--- src/rtl/count_monitor.sv ---
// count_monitor: classifies a same-clock counter's transitions (step/hold/jump/wrap)
// and keeps a saturating wrap tally, sticky flags and a compare match.
module count_monitor #(
    parameter int WIDTH  = 4,
    parameter int WRAP_W = 8
) (
    input  logic              clk,
    input  logic              rst,
    input  logic [WIDTH-1:0]  count,
    input  logic [WIDTH-1:0]  cmp_value,
    input  logic              cmp_en,
    input  logic              clr,
    output logic              step,
    output logic              hold,
    output logic              jump,
    output logic              wrap,
    output logic              match,
    output logic [WRAP_W-1:0] wrap_cnt,
    output logic              wrap_sat,
    output logic              jump_seen
);
    typedef enum logic {PRIME, TRACK} state_t;
    state_t state_q;
    logic [WIDTH-1:0] prev_q, prev_inc;
    logic trk, is_hold, is_step, is_jump, is_wrap;
    logic step_q, hold_q, jump_q, wrap_q, match_q;
    logic [WRAP_W-1:0] wrap_cnt_q, wrap_cnt_d;
    logic wrap_sat_q, wrap_sat_d, jump_seen_q, jump_seen_d;
    always_comb begin
        prev_inc    = prev_q + WIDTH'(1);
        trk         = state_q == TRACK;
        is_hold     = trk && count == prev_q;
        is_step     = trk && count == prev_inc;
        is_jump     = trk && !is_hold && !is_step;
        is_wrap     = is_step && prev_q == '1;
        // clr wins over a coincident event, so that event never reaches the tally
        wrap_cnt_d  = clr ? '0 : (is_wrap && wrap_cnt_q != '1) ? wrap_cnt_q + WRAP_W'(1) : wrap_cnt_q;
        wrap_sat_d  = !clr && (wrap_sat_q || (is_wrap && wrap_cnt_q == '1));
        jump_seen_d = !clr && (jump_seen_q || is_jump);
    end
    always_ff @(posedge clk) begin
        if (rst) begin
            state_q     <= PRIME;
            prev_q      <= '0;
            step_q      <= 1'b0;
            hold_q      <= 1'b0;
            jump_q      <= 1'b0;
            wrap_q      <= 1'b0;
            match_q     <= 1'b0;
            wrap_cnt_q  <= '0;
            wrap_sat_q  <= 1'b0;
            jump_seen_q <= 1'b0;
        end else begin
            state_q     <= TRACK;
            prev_q      <= count;
            step_q      <= is_step;
            hold_q      <= is_hold;
            jump_q      <= is_jump;
            wrap_q      <= is_wrap;
            match_q     <= cmp_en && count == cmp_value;
            wrap_cnt_q  <= wrap_cnt_d;
            wrap_sat_q  <= wrap_sat_d;
            jump_seen_q <= jump_seen_d;
        end
    end
    assign step      = step_q;
    assign hold      = hold_q;
    assign jump      = jump_q;
    assign wrap      = wrap_q;
    assign match     = match_q;
    assign wrap_cnt  = wrap_cnt_q;
    assign wrap_sat  = wrap_sat_q;
    assign jump_seen = jump_seen_q;
endmodule

--- config.mk ---
export PLATFORM = sky130hd
export DESIGN_NAME = count_monitor
export DESIGN_NICKNAME = d
export VERILOG_FILES = /design/src/rtl/count_monitor.sv
export SDC_FILE = /design/constraint.sdc
export NUM_CORES = 1
export LEC_CHECK = 0
export CAP_MARGIN = 25
export CELL_PAD_IN_SITES_DETAIL_PLACEMENT = 0
export CELL_PAD_IN_SITES_GLOBAL_PLACEMENT = 2
export CORE_MARGIN = 3
export CORE_UTILIZATION = 27
export CTS_CLUSTER_DIAMETER = 200
export DETAILED_ROUTE_END_ITERATION = 10
export PLACE_DENSITY = 0.87
export SYNTH_ARGS = -nofsm -noshare
export SYNTH_HDL_FRONTEND = slang
export SYNTH_SLANG_ARGS = --single-unit
--- constraint.sdc ---
create_clock -name clk -period 2.77 [get_ports clk]
set_clock_uncertainty 0.15 [all_clocks]
set_input_delay 0.831 -clock clk [delete_from_list [all_inputs] [get_ports clk]]
set_output_delay 0.831 -clock clk [all_outputs]
set_load 0.02 [all_outputs]
==> impl_metrics.tcl <==
set metrics [dict create \
    gp_congestion 0.7105 \
    min_delay_path_depth 2 \
    cp-start-kind "primary input" \
    critPathKind "in -> reg" \
    cap_viol_max_count 0 \
    synth_xor_area_share_pct 15.63 \
    synth_top_cell_area_share_pct 43.48 \
    n_fill_cell 340 \
    drtAntennaViolNets 0 \
    power.switching_uw 131.3 \
    finalPower_uw 615.0 \
    core_area_sq_um 3153 \
    grt_pass1_wl_mm 3.318 \
    antenna_cells 0 \
    clk_pin_slew_worst_paths_ps 120 \
    final_nets 143 \
    setup_slack_ps 293.9 \
    route.detailed.drc 0 \
    period_share_pct 89.39 \
    r2r_end "wrap_cnt[7]" \
    place_ws_ps -39.79 \
    cts_resized 0 \
    start_util_pct 29.21 \
    ys.flop_type "dfxtp_1" \
    die_h_um 64.40 \
    synth_edf_count 0 \
    r2r-start "prev_q[0]" \
    finalSetupViolations 0 \
    vias 767 \
    post_cts_buffers 0 \
    async_flop_share_pct 0 \
    ir_worst_vdd_uv 181.7 \
    cts_root_buf "clkbuf_4" \
    synth_top_family_by_area "simple AND/OR/NAND/NOR gates" \
    ys_ff_latch 20 \
    worstHoldEndpoint "wrap_sat" \
    min_period_ps 2476 \
    synth.distinct_cells 33 \
    drt_pre_antenna_iters 4 \
    crit_buf_inv 1 \
    cp_slowest_cell "clkdlybuf4s50_1" \
    grt_start_max_net_pins 13 \
    whs_ps 338.9 \
    cp_max_fo 7 \
    syn_area_per_cell_sq_um 9.902 \
    yosys.area_share.adder_pct 2.717 \
    cts_buffers 3 \
    rrSetupSlack_ps 720 \
    syn_inst 93 \
    yosys.area_share.simple_pct 26.63 \
    postCtsHoldBufs 0 \
    avgRoutedWirePerCell_um 11.39 \
    synth_seq_area_share_pct 43.48 \
    status "completed" \
    hold_viol 0 \
    hp-start "wrap_sat" \
    synth_largest_area_cell "dfxtp_1" \
    synthMuxAreaShare_pct 1.087 \
    finish.utilization_pct 42.18 \
    multi_input_area_sq_um 498.0 \
    endpoint_kind "flop" \
    max-clock-path-buffers 2 \
    tritoncts "built" \
    pwr-share-clk_pct 38.7 \
    critical_path.top_delay_family "simple AND/OR/NAND/NOR gates" \
    p_comb_share_pct 12.7 \
    drive_gt1_share_pct 14.06 \
    grt_pass1_vias 776 \
    hold_class "reg -> reg" \
    cts_sinks 20 \
    yosys_warnings 0 \
    insertion_delay_ps 300 \
    h-tree-depth 1 \
    drtIter0Drc 26 \
    max_slew_margin_pct 76.86 \
    register_area_sq_um 400.4 \
    pin_count 27 \
    seq_power_share_pct 48.6 \
    synth_compound_area_share_pct 8.016 \
    tightest_slew_ps 342.3 \
    p_int_uw 483.7 \
    wl_mm 1.959 \
    r2r_cells 6 \
    netlist_area_sq_um 920.9 \
    p_leak_nw 0.4839 \
    place.port_buffers 26 \
    hpwl_mm 1.622 \
    slowest_delay_ps 450 \
    yosys-top-cells-count "dfxtp_1 (20), nor2_1 (13), xnor2_1 (9)" \
    viasPerCell 4.459 \
    rows 20 \
    synth_nets 107 \
    fp.dieW_um 64.40 \
    grt_overflow 0 \
    powerDensity_nw_per_um2 462.4 \
    switching_share_pct 21.35 \
    cp_data_required_time_ps 2860 \
    final_max_slew_viol_count 0 \
    crit_chain "clkdlybuf4s50_1 > xnor3_2 > nand4b_4 > nor4_4 > or3b_1 > a21oi_1" \
    dieArea_sq_um 4147 \
    max_clock_freq_mhz 403.9 \
    synth_area_leaders "dfxtp_1 (43%), xnor2_1 (8.6%), nor2_1 (5.3%), ha_1 (2.7%), nand3_1 (2.7%)" \
    rsz0062_at_grt "false" \
    synthToLayoutAreaGrowth_pct 44.43 \
    grtUsageTotal_pct 10.14 \
    arrival_ps 2570 \
    synth.most_common_cell "dfxtp_1" \
    antenna_found_initial 0 \
]
-- worst max path at each step --
stage	from	end	depth (start not counted)
after floorplan	count[3]	wrap_cnt[7]	5
after CTS	count[3]	wrap_cnt[1]	8
after global placement	count[3]	wrap_cnt[7]	6
after detailed placement	count[3]	wrap_cnt[1]	8
after global routing	count[3]	wrap_cnt[1]	8
final	count[2]	wrap_cnt[7]	6
-- cell usage in the layout, fill, tap and decap left out, types with 2 or more instances in the layout --
cell and n:
nor2b_1 3, buf_4 6, nand3_1 5, nor4_1 2, clkbuf_4 3, xnor2_1 9, nand4_1 3, ha_1 2
nand2_1 3, nor3_1 4, inv_1 5, clkdlybuf4s50_1 26, dfxtp_1 20, nor2_1 13, a21oi_1 3
-- final cells by class --
cell class | instances | area share, %
tap | 44 | 4.139
clock buffer | 3 | 1.693
multi-input combinational | 67 | 37.44
sequential | 20 | 30.10
timing repair buffer | 32 | 22.95
inverter | 5 | 1.411
clock inverter | 1 | 2.258
-- logic make-up after synthesis --
family                     Yosys count
and+or+nand+nor                     41
muxes                                1
xor gates and xnor gates            13
AOI/OAI and AO/OA                   10
buffers and inverters                6
adders and majority gates            2
DFF                                 20
-- layer usage --
metal  wire length, um  GRT usage, %  vias up
met3               119         3.339        0
li1                  -             -      395
met5                 0             0        -
met1               832         11.02      354
met4                 0         2.375        0
met2              1008         18.81       18
-- per-stage QoR --
step                      TNS, ps  instances  cell area (sq um)
after floorplan                 0         93              920.9
after global placement          0        168               1277
after detailed placement   -72.28        168               1277
after CTS                       0        172               1330
after global routing            0        172               1330
final                           0        172               1330
-- worst min-delay path, delay by kind of cell (launching register included) --
family	cells	cell delay, ps
flip-flops	1	350
AND/OR/NAND/NOR	1	70
AO/OA/AOI/OAI	1	40
-- power by group through the flow --
stage,sequential [mW],clock (mW),combinational [mW]
after floorplan,0.308,0,0.0395
after global placement,0.305,0,0.0776
after detailed placement,0.306,0,0.0789
after CTS,0.299,0.244,0.0791
after global routing,0.300,0.259,0.0848
final,0.299,0.238,0.0780
-- registers in the layout (all words and copies together) (netlist names) --
register	cells
wrap_cnt	8
jump_seen	1
prev_q	4
hold	1
wrap_sat	1
wrap	1
match	1
state_q	1
step	1
jump	1
Power figures use the tool's default switching activity.
